[src/rtl/rf_arb_pkg.sv]
// ============================================================================
// Module : rf_arb_pkg
// Brief  : Shared types for the two-client register-file arbiter.
// Rev    : 1.0
// ============================================================================
`default_nettype none

package rf_arb_pkg;

    typedef enum logic [1:0] {
        IDLE = 2'd0,
        OWN0 = 2'd1,
        OWN1 = 2'd2
    } state_t;

    typedef logic client_t;

    localparam client_t c_CLIENT0 = 1'b0;
    localparam client_t c_CLIENT1 = 1'b1;

    function automatic state_t own_state(input client_t c);
        return (c == c_CLIENT1) ? OWN1 : OWN0;
    endfunction

endpackage

`default_nettype wire

[src/rtl/reg_file.sv]
// ============================================================================
// Module : reg_file
// Brief  : Single write port, asynchronous read register file (no reset).
// Rev    : 1.0
// ============================================================================
`default_nettype none

module reg_file #(
    parameter int DATA_WIDTH = 8,
    parameter int ADDR_WIDTH = 2
) (
    input  logic                  clk,
    input  logic                  wr_en,
    input  logic [ADDR_WIDTH-1:0] w_addr,
    input  logic [DATA_WIDTH-1:0] w_data,
    input  logic [ADDR_WIDTH-1:0] r_addr,
    output logic [DATA_WIDTH-1:0] r_data
);

    logic [DATA_WIDTH-1:0] r_mem [0:(2**ADDR_WIDTH)-1];

    always_ff @(posedge clk) begin
        if (wr_en) begin
            r_mem[w_addr] <= w_data;
        end
    end

    assign r_data = r_mem[r_addr];

endmodule

`default_nettype wire

[src/rtl/rf_arbiter_2ch.sv]
// ============================================================================
// Module : rf_arbiter_2ch
// Brief  : Round-robin arbiter with bounded lock bursts sharing one reg file.
// Rev    : 1.0
// ============================================================================
`default_nettype none

module rf_arbiter_2ch
    import rf_arb_pkg::*;
#(
    parameter int DATA_WIDTH = 8,
    parameter int ADDR_WIDTH = 2,
    parameter int MAX_BURST  = 4
) (
    input  logic                  clk,
    input  logic                  reset_n,
    input  logic                  req0,
    input  logic                  req1,
    input  logic                  lock0,
    input  logic                  lock1,
    input  logic                  wr0,
    input  logic                  wr1,
    input  logic [ADDR_WIDTH-1:0] addr0,
    input  logic [ADDR_WIDTH-1:0] addr1,
    input  logic [DATA_WIDTH-1:0] wdata0,
    input  logic [DATA_WIDTH-1:0] wdata1,
    output logic                  gnt0,
    output logic                  gnt1,
    output logic                  rvalid0,
    output logic                  rvalid1,
    output logic [DATA_WIDTH-1:0] rdata0,
    output logic [DATA_WIDTH-1:0] rdata1
);

    localparam int                 c_CNT_W   = $clog2(MAX_BURST + 1);
    localparam logic [c_CNT_W-1:0] c_MAX_CNT = c_CNT_W'(MAX_BURST);
    localparam logic [c_CNT_W-1:0] c_ONE     = c_CNT_W'(1);

    state_t                r_state, w_state_nxt;
    logic [c_CNT_W-1:0]    r_burst_cnt, w_burst_nxt;
    client_t               r_last, w_last_nxt;
    client_t               w_winner;
    logic                  w_gnt_valid;
    logic                  w_hold0, w_hold1;
    logic                  w_sel_wr, w_sel_lock, w_wr_en;
    logic [ADDR_WIDTH-1:0] w_sel_addr;
    logic [DATA_WIDTH-1:0] w_sel_wdata, w_rd_data;
    logic                  r_rvalid0, r_rvalid1;
    logic [DATA_WIDTH-1:0] r_rdata0, r_rdata1;

    // A locked owner keeps the port until its burst cap, unless nobody else wants it.
    assign w_hold0 = (r_state == OWN0) && req0 && lock0 && ((r_burst_cnt < c_MAX_CNT) || !req1);
    assign w_hold1 = (r_state == OWN1) && req1 && lock1 && ((r_burst_cnt < c_MAX_CNT) || !req0);

    always_comb begin
        w_gnt_valid = 1'b0;
        w_winner    = c_CLIENT0;
        if (!reset_n) begin
            w_gnt_valid = 1'b0;
        end else if (w_hold0) begin
            w_gnt_valid = 1'b1;
            w_winner    = c_CLIENT0;
        end else if (w_hold1) begin
            w_gnt_valid = 1'b1;
            w_winner    = c_CLIENT1;
        end else if (req0 && req1) begin
            w_gnt_valid = 1'b1;
            w_winner    = ~r_last;
        end else if (req0) begin
            w_gnt_valid = 1'b1;
            w_winner    = c_CLIENT0;
        end else if (req1) begin
            w_gnt_valid = 1'b1;
            w_winner    = c_CLIENT1;
        end
    end

    assign gnt0 = w_gnt_valid && (w_winner == c_CLIENT0);
    assign gnt1 = w_gnt_valid && (w_winner == c_CLIENT1);

    assign w_sel_wr    = (w_winner == c_CLIENT1) ? wr1    : wr0;
    assign w_sel_lock  = (w_winner == c_CLIENT1) ? lock1  : lock0;
    assign w_sel_addr  = (w_winner == c_CLIENT1) ? addr1  : addr0;
    assign w_sel_wdata = (w_winner == c_CLIENT1) ? wdata1 : wdata0;
    assign w_wr_en     = w_gnt_valid && w_sel_wr;

    reg_file #(
        .DATA_WIDTH (DATA_WIDTH),
        .ADDR_WIDTH (ADDR_WIDTH)
    ) u_reg_file (
        .clk    (clk),
        .wr_en  (w_wr_en),
        .w_addr (w_sel_addr),
        .w_data (w_sel_wdata),
        .r_addr (w_sel_addr),
        .r_data (w_rd_data)
    );

    always_comb begin
        w_state_nxt = IDLE;
        w_burst_nxt = '0;
        w_last_nxt  = r_last;
        if (w_gnt_valid) begin
            w_last_nxt = w_winner;
            if (w_sel_lock) begin
                w_state_nxt = own_state(w_winner);
                if (r_state == own_state(w_winner)) begin
                    w_burst_nxt = (r_burst_cnt < c_MAX_CNT) ? (r_burst_cnt + c_ONE) : r_burst_cnt;
                end else begin
                    w_burst_nxt = c_ONE;
                end
            end
        end
    end

    always_ff @(posedge clk) begin
        if (!reset_n) begin
            r_state     <= IDLE;
            r_burst_cnt <= '0;
            r_last      <= c_CLIENT1;
            r_rvalid0   <= 1'b0;
            r_rvalid1   <= 1'b0;
            r_rdata0    <= '0;
            r_rdata1    <= '0;
        end else begin
            r_state     <= w_state_nxt;
            r_burst_cnt <= w_burst_nxt;
            r_last      <= w_last_nxt;
            r_rvalid0   <= gnt0 && !wr0;
            r_rvalid1   <= gnt1 && !wr1;
            if (gnt0 && !wr0) begin
                r_rdata0 <= w_rd_data;
            end
            if (gnt1 && !wr1) begin
                r_rdata1 <= w_rd_data;
            end
        end
    end

    assign rvalid0 = r_rvalid0;
    assign rvalid1 = r_rvalid1;
    assign rdata0  = r_rdata0;
    assign rdata1  = r_rdata1;

endmodule

`default_nettype wire

[config.mk]
export PLATFORM = sky130hd
export DESIGN_NAME = rf_arbiter_2ch
export DESIGN_NICKNAME = d
export VERILOG_FILES = /design/src/rtl/rf_arb_pkg.sv /design/src/rtl/reg_file.sv /design/src/rtl/rf_arbiter_2ch.sv
export SDC_FILE = /design/constraint.sdc
export NUM_CORES = 1
export LEC_CHECK = 0
export BUFFER_PORTS_ARGS = -buffer_cell sky130_fd_sc_hd__buf_4
export CAP_MARGIN = 20
export CORE_UTILIZATION = 45
export DETAILED_ROUTE_END_ITERATION = 6
export PLACE_DENSITY = 0.73
export SYNTH_ARGS = -nofsm -noshare
export SYNTH_HDL_FRONTEND = slang
export SYNTH_HIERARCHICAL = 1
export SYNTH_SLANG_ARGS = --single-unit
[constraint.sdc]
create_clock -name clk -period 3.5 [get_ports clk]
set_clock_uncertainty 0.2 [all_clocks]
set_input_delay 0.525 -clock clk [delete_from_list [all_inputs] [get_ports clk]]
set_output_delay 0.525 -clock clk [all_outputs]
set_load 0.01 [all_outputs]
## After elaboration in Yosys (flattened, before gate mapping)

Memory sizes are Yosys's and may differ from the RTL's.
Cells that the tools add are included.

- Bits of input ports: 28
- RAM bits: 32
- Memories kept: 1
- Output and inout bits: 20
- Register bits: 24

- Muxes and demuxes: 20
- $add $sub $neg: 1
- Magnitude comparators: 1
- Reductions and logical operators: 20
- Bitwise gates (word level): 2
- Equal/unequal tests: 4

Memories:

| memory | depth | bits a word | rd ports | clocked after Yosys merged registers in | wr ports | RTL line | text |
|---|---|---|---|---|---|---|---|
| u_reg_file.r_mem | 4 | 8 | 1 | 0 | 1 | reg_file.sv:20 | `logic [DATA_WIDTH-1:0] r_mem [0:(2**ADDR_WIDTH)-1];` |

Operators with widths:

| kind | count |
|---|---|
| two-way mux 1 bit | 17 |
| logical AND 1 bit | 12 |
| two-way mux 8 bit | 1 |
| zero test 1 bit | 4 |
| two-way mux 2 bit | 2 |
| AND reduction 4 bit | 1 |
| adder 3 x 1 -> 3 bit, second input constant | 1 |
| less-than comparator 3 bit, second input constant | 1 |
| AND reduction 3 bit | 1 |
| equality test 2 x 1 -> 1 bit, second input constant | 1 |
| equality test 2 bit | 1 |
| equality test 2 bit, second input constant | 1 |
| logical OR 1 bit | 2 |
| inequality test 2 bit, second input constant | 1 |
| inverter 1 bit | 2 |

## Depth between registers and ports, before layout

Gate-level depths: netlist of the first run.

- Word-level depth: 11
- Depth in mapped cells: 9

## By module

Netlist of the first run, hierarchy kept.

By module, submodules not included:

| module | area each (um2) | times used | seq. area each (um2) | cells each |
|---|---|---|---|---|
| rf_arbiter_2ch | 1198.6 | 1 | 480.5 | 128 |
| reg_file | 1188.6 | 1 | 960.9 | 46 |

## Worst setup path after synthesis of the first run

Ideal clock, no wire load.

- Kind: in2reg
- Start point: in lock0
- End point: mem u_reg_file.r_mem[0][0] (enable)
- Required time: 2.915 ns
- Data arrival time: 2.278 ns
- Path buffers: 1
- Cell stages on the path: 6
- Path slack: 0.637 ns
- Library setup time: 0.385 ns
- Cell sequence: nand3b_1 > o221a_4 > nand2_8 > buf_6 > mux2_4 > nor3b_1

- Elaborated cells on any way between the ends: 11
- Classes of those cells: 8 x mux; 3 x reduce/logical

RTL lines:

| item | RTL line | text |
|---|---|---|
| start, declared | rf_arbiter_2ch.sv:19 | `input logic lock0,` |
| logical AND 1 bit (2 in series) | rf_arbiter_2ch.sv:52 | `assign w_hold0 = (r_state == OWN0) && req0 && lock0 && ((r_burst_cnt < c_MAX_CNT) \|\| !req1);` |
| two-way mux 1 bit | rf_arbiter_2ch.sv:60 | `end else if (w_hold0) begin` |
| two-way mux 1 bit | rf_arbiter_2ch.sv:58 | `if (!reset_n) begin` |
| two-way mux 2 bit | rf_arbiter_2ch.sv:83 | `assign w_sel_addr = (w_winner == c_CLIENT1) ? addr1 : addr0;` |
| net w_sel_addr[1] | rf_arbiter_2ch.sv:46 | `logic [ADDR_WIDTH-1:0] w_sel_addr;` |
| end, declared | reg_file.sv:20 |  |

The timed path passes the listed nets, and every way through them passes these cells.

## Worst setup path in the final report of the first run

- Start point: reg r_state[1]
- End point: mem u_reg_file.r_mem[2][3] (enable)

- Elaborated cells on any way between the ends: 19
- Classes of those cells: 2 x eq/ne; 10 x mux; 7 x reduce/logical

RTL lines:

| item | RTL line | text |
|---|---|---|
| start, declared | rf_arbiter_2ch.sv:39 | `state_t r_state, w_state_nxt;` |
| start signal, assigned | rf_arbiter_2ch.sv:126 | `r_state <= w_state_nxt;` |
| equality test 2 bit | rf_arbiter_2ch.sv:53 | `assign w_hold1 = (r_state == OWN1) && req1 && lock1 && ((r_burst_cnt < c_MAX_CNT) \|\| !req0);` |
| logical AND 1 bit (3 in series) | rf_arbiter_2ch.sv:53 |  |
| two-way mux 1 bit | rf_arbiter_2ch.sv:63 | `end else if (w_hold1) begin` |
| two-way mux 1 bit * | rf_arbiter_2ch.sv:60 |  |
| two-way mux 1 bit * | rf_arbiter_2ch.sv:58 |  |
| two-way mux 2 bit * | rf_arbiter_2ch.sv:83 |  |
| net w_sel_addr[0] | rf_arbiter_2ch.sv:46 |  |

The timed path passes the listed nets; every way through them passes the cells marked *.

==> results of run 1 <==
-- worst max path at each step --
stage                     from                     end  slack [ns]  cells after the start
floorplan                lock0  u_reg_file/r_mem[0][0]        0.64                      6
global placement         lock0  u_reg_file/r_mem[2][7]        0.51                      6
detailed placement       lock0  u_reg_file/r_mem[2][7]        0.49                      6
CTS                 r_state[1]  u_reg_file/r_mem[2][3]        0.68                      5
global route        r_state[1]  u_reg_file/r_mem[2][1]        0.59                      6
finish              r_state[1]  u_reg_file/r_mem[2][3]        0.68                      5
-- cell type report --
type | count | area, um2 | share of cell area, %
flip-flops and latches | 56 | 1440 | 49.9
multi-input cells | 107 | 883 | 30.6
repair buffers | 49 | 368 | 12.7
well taps | 70 | 87.6 | 3.03
clock buffers | 5 | 68.8 | 2.38
clock inverters | 3 | 21.3 | 0.737
inverters | 4 | 17.5 | 0.607
-- sequential cells by signal, summed over array words and instances, names as in the netlist --
register,cells
r_last,1
r_state,2
u_reg_file/r_mem,32
rdata1,8
r_burst_cnt,3
rvalid1,1
rvalid0,1
rdata0,8
-- power groups by stage --
stage / Combinational [mW] / Sequential, mW / Clock, mW
after floorplan: 0.100 / 0.749 / 0
after global placement: 0.164 / 0.746 / 0
after detailed placement: 0.167 / 0.747 / 0
after CTS: 0.167 / 0.732 / 0.364
after global routing: 0.181 / 0.734 / 0.391
final: 0.166 / 0.731 / 0.353
-- worst reg2reg max path: cells and delay by family, from the launching register on --
family	cells	cell delay, ns
AO/OA/AOI/OAI	1	0.42
multiplexers	1	0.51
AND/OR/NAND/NOR	3	1.00
flip-flops	1	0.36
-- stage by stage --
stage / setup WS, ns / util [%] / hold slack (ns) / area (um2) / cells
3_5_place_dp: 0.495 / 54.8 / 0.248 / 2800 / 286
6_report: 0.680 / 56.5 / 0.220 / 2890 / 294
2_1_floorplan: 0.637 / - / 0.241 / 2390 / 174
5_1_grt: 0.588 / 56.5 / 0.207 / 2890 / 294
3_3_place_gp: 0.507 / 54.8 / 0.246 / 2800 / 286
4_1_cts: 0.684 / 56.5 / 0.205 / 2890 / 294
-- cell usage in the layout, fill, tap and decap left out, types with 6 or more instances in the layout --
master,n
mux2i_1,10
nor2_1,6
nand2_1,20
a21oi_1,8
dfxtp_1,24
o21ai_0,9
mux4_2,8
edfxtp_1,32
nand3_1,12
buf_4,49
mux2_4,7
-- metal layers --
metal	GRT usage, %	vias up	wire length [um]
met5	0	-	0
met4	4.40	0	47
met3	4.69	6	212
met2	27.3	44	2060
met1	23.0	733	2040
li1	-	749	-
-- kinds of logic after synthesis --
family | share of synthesized area, %
buffers and inverters | 2.62
AO/OA/AOI/OAI | 6.97
flip-flops | 60.4
multiplexers | 17.6
AND/OR/NAND/NOR | 11.6
adder cells (fa/ha/maj) | 0.524
XOR/XNOR | 0.367
==> results.py, run 1 <==
metrics = {
    "floorplanning": {
        "core_um2": 5110,
        "ios": 48,
        "fp.dieW_um": 74.8,
        "num_rows": 26,
        "die_area_um2": 5600,
        "fp.dieH_um": 74.8,
        "start_util_pct": 46.7,
    },
    "placed_design": {
        "io_buffers": 47,
        "hpwl_mm": 3.21,
        "gpl.final_weighted_congestion": 0.871,
    },
    "final_layout": {
        "finalNetCount": 252,
        "area_growth_pct": 21.0,
        "drive_gt1_share_pct": 35.7,
        "fillers": 433,
        "antennaDiodeCount": 0,
    },
    "drt": {
        "initialDrtViolationCount": 83,
        "wl_mm": 4.36,
        "drc_errors": 0,
        "via_per_inst": 5.21,
        "vias": 1532,
        "wl_per_cell_um": 14.8,
        "ant_nets": 0,
        "drt_first_pass_iters": 4,
    },
    "worst_setup_path": {
        "r2r_slack_ns": 0.68,
        "critical_path.cell_chain": "nand3b_1, o221a_4, nand2_8, mux2_2, and3b_1",
        "worstPathArrival_ns": 2.59,
        "reg2reg_depth": 5,
        "crit_buf_inv": 0,
        "setup.worst_path.start_class": "flop",
        "critPathTopFamily": "simple AND/OR/NAND/NOR gates",
        "worstPathRequired_ns": 3.27,
        "r2r_start": "r_state[1]",
        "crit_fanout": 14,
        "path_class": "reg -> reg",
        "r2r_end": "u_reg_file/r_mem[2][3]",
        "end_kind": "flop",
        "slowest_delay_ns": 0.54,
        "crit_path_top_delay_cell": "and3b_1",
    },
    "pwr": {
        "p_leak_nw": 1.11,
        "internal_power_mw": 0.946,
        "power.density_nw_per_um2": 433,
        "swShare_pct": 24.3,
        "seq_power_share_pct": 58.5,
        "peakVddDrop_v": 0.000263,
        "power_frac_comb_pct": 13.3,
        "clockPowerShare_pct": 28.2,
        "power_mw": 1.25,
        "netSwitchingPower_mw": 0.304,
    },
    "global_route": {
        "grt_pass1_vias": 1460,
        "grt_first_pass_wirelength_mm": 6.93,
        "grt-ovfl-total": 0,
        "antenna_found_initial": 0,
        "grt_usage_pct": 17.0,
        "grt_start_max_net_pins": 26,
    },
    "synth": {
        "synthTopCellsByArea": "edfxtp_1, dfxtp_1, mux4_2",
        "synth.top_cell.area_share_pct": 40.3,
        "synth_cell_types": 36,
        "netlist_area_um2": 2390,
        "syn_area_per_cell_um2": 13.7,
        "syn_nets": 203,
        "synth_cells": 174,
        "synth-edff-count": 32,
        "yosysMostFrequentCell": "edfxtp_1",
        "ys.flop_type": "edfxtp_1",
        "ys_seq_area_share_pct": 60.4,
        "ys_seq_elements": 56,
        "synth_commonest_cells": "edfxtp_1, dfxtp_1, nand2_1, nand3_1, mux2i_1",
        "async_flop_share_pct": 0,
        "yosysWarnings": 6,
        "yosys.area.top_type": "edfxtp_1",
    },
    "cts": {
        "path_clk_slew_ns": 0.10,
        "htree_levels": 2,
        "cts_resized": 0,
        "cts.sinks": 56,
        "cts_buffers": 5,
        "hold_buffers": 0,
        "clk_path_buf_depth": 2,
        "cts_tree": "built",
        "cts_setup_buffers": 0,
        "clkLatencyLatePin_ns": 0.31,
        "clockRootBuffer": "clkbuf_8",
    },
    "sta": {
        "fin_tns_setup_ns": 0,
        "max_freq_ghz": 0.355,
        "relSlewSlack_pct": 61.1,
        "finalCriticalPeriod_ns": 2.82,
        "setup_viol": 0,
        "hold_violations": 0,
        "tightest_slew_ns": 0.583,
        "finalCritPeriodShare_pct": 80.6,
        "rsz0062_at_grt": "no",
        "final_max_slew_viol_count": 0,
    },
    "status": {
        "outcome": "finished clean",
    },
    "hold_path": {
        "hold_end": "rvalid1",
        "min_from": "wr1",
        "worstHoldPathType": "in -> reg",
        "whs_path_depth": 2,
    },
    "job": {
        "maxCapViolations": 0,
    },
}
No activity file was read; power rests on OpenSTA's default activity.
==> inputs of run 2 (changes only) <==
Clock period 3.5 ns to 2.6 ns, I/O delays scaled along.
==> run 2 against run 1 <==
Against the previous run:
- critical path depth rose by 3
- final cell count grew 4.4%
- utilization increased by 2.4 points
- critical path type unchanged
==> results.py, run 2 (same netlist as run 1, synthesis figures left out) <==
metrics = {
    "status": {
        "outcome": "finished clean",
    },
    "pwr": {
        "p_leak_nw": 1.19,
        "peakVddDrop_v": 0.000254,
        "power.density_nw_per_um2": 565,
    },
    "placed_design": {
        "dp.cells": 299,
        "io_buffers": 47,
        "place_area_um2": 2910,
        "dp_slack_ns": -0.0889,
        "gpl.final_weighted_congestion": 0.781,
        "hpwl_mm": 3.34,
    },
    "final_layout": {
        "regMostFlops": "u_reg_file/r_mem",
        "largest_reg_flops": 32,
        "drive_gt1_share_pct": 39.7,
        "seq_area_um2": 1440,
        "fillers": 431,
        "final_area_um2": 3010,
        "antennaDiodeCount": 0,
        "fin_cells": 307,
        "finalNetCount": 265,
        "multi_input_area_um2": 897,
        "layout_common_cells": "buf_4, edfxtp_1, dfxtp_1",
        "area_growth_pct": 26.2,
        "final_common_cell": "buf_4",
    },
    "drt": {
        "via_per_inst": 5.21,
        "initialDrtViolationCount": 99,
        "ant_nets": 0,
        "drt_first_pass_iters": 4,
        "wl_per_cell_um": 14.6,
        "wl_mm": 4.49,
        "drc_errors": 0,
        "vias": 1598,
    },
    "global_route": {
        "grt-ovfl-total": 0,
        "grt_first_pass_wirelength_mm": 7.30,
        "grt_start_max_net_pins": 19,
        "grt_usage_pct": 18.0,
        "antenna_found_initial": 0,
        "grt_pass1_vias": 1488,
    },
    "cts": {
        "hold_buffers": 0,
        "clockRootBuffer": "clkbuf_8",
        "path_clk_slew_ns": 0.10,
        "cts_tree": "built",
        "clk_path_buf_depth": 2,
        "clkLatencyLatePin_ns": 0.31,
        "htree_levels": 2,
        "cts.sinks": 56,
        "cts_setup_buffers": 0,
        "cts_buffers": 5,
    },
    "floorplanning": {
        "ios": 48,
        "start_util_pct": 46.7,
        "fp.dieH_um": 74.8,
        "core_um2": 5110,
        "num_rows": 26,
        "fp.dieW_um": 74.8,
        "die_area_um2": 5600,
    },
    "sta": {
        "finalWorstSetupSlack_ns": 0.149,
        "setup_viol": 0,
        "finalCriticalPeriod_ns": 2.45,
        "relSlewSlack_pct": 60.3,
        "rsz0062_at_grt": "no",
        "tightest_slew_ns": 0.595,
        "fin_tns_setup_ns": 0,
        "final_max_slew_viol_count": 0,
        "finalCritPeriodShare_pct": 94.3,
        "hold_violations": 0,
        "max_freq_ghz": 0.408,
    },
    "job": {
        "maxCapViolations": 0,
    },
    "worst_setup_path": {
        "worstPathRequired_ns": 2.43,
        "end_kind": "flop",
        "worstPathArrival_ns": 2.28,
        "path_class": "reg -> reg",
        "reg2reg_depth": 8,
        "setup.worst_path.start_class": "flop",
        "crit_fanout": 5,
    },
    "hold_path": {
        "worstHoldPathType": "in -> reg",
        "whs_path_depth": 2,
    },
}
run 2: cell types whose count changed in the layout (fill, tap and decap cells not counted), sizes merged:
cell      before  now
buf           49   62
clkinvlp       1    0
inv            5    6
run 2: path summary, 6_finish.rpt:
kind	from	end	slack, ns
hold / removal	wr1	rvalid1	0.07
setup / recovery	r_state[1]	u_reg_file/r_mem[0][4]	0.15
setup reg to reg	r_state[1]	u_reg_file/r_mem[0][4]	0.15
hold reg to reg	rdata1[3]	rdata1[3]	0.26
run 2: per-stage QoR:
stage                     power [mW]  hold slack (ns)  util, %
final                           1.70           0.0741     59.0
after global routing            1.77           0.0789     59.0
after CTS                       1.71           0.0673     58.8
after detailed placement        1.25            0.250     57.0
after global placement          1.24            0.251     57.0
after floorplan                 1.14            0.241        -
run 2: area by class of cell:
type / instances / area share [%]
clock buffers: 5 / 2.29
well taps: 70 / 2.91
clock inverters: 3 / 0.706
multi-input cells: 107 / 29.8
inverters: 4 / 0.582
repair buffers: 62 / 15.9
flip-flops and latches: 56 / 47.9
run 2: repair_timing:
item | 4_1_cts | 5_1_grt
endpoints found under the hold margin | 0 | 0
resized for setup | 0 | 2
setup endpoints to repair | 0 | 33
run 2: critical path: stages (launching register included):
cell and delay (ns):
dfxtp_1 0.35, nand3b_1 0.21, o221a_4 0.34, nand2_8 0.09
buf_4 0.11, inv_4 0.04, o31ai_2 0.38, nor3b_2 0.28
buf_4 0.18
run 2: report_power, final:
| part | internal [mW] | total [mW] | switching [mW] |
|---|---|---|---|
| clock network | 0.194 | 0.476 | 0.282 |
| logic | 0.124 | 0.241 | 0.118 |
| registers | 0.972 | 0.985 | 0.0124 |
run 2: layer usage:
layer | vias to the layer above | GRT usage [%] | wire [um]
li1 | 780 | - | -
met1 | 761 | 25.6 | 2100
met2 | 51 | 26.8 | 2050
met3 | 6 | 4.69 | 268
met4 | 0 | 6.29 | 68
met5 | - | 0 | 0
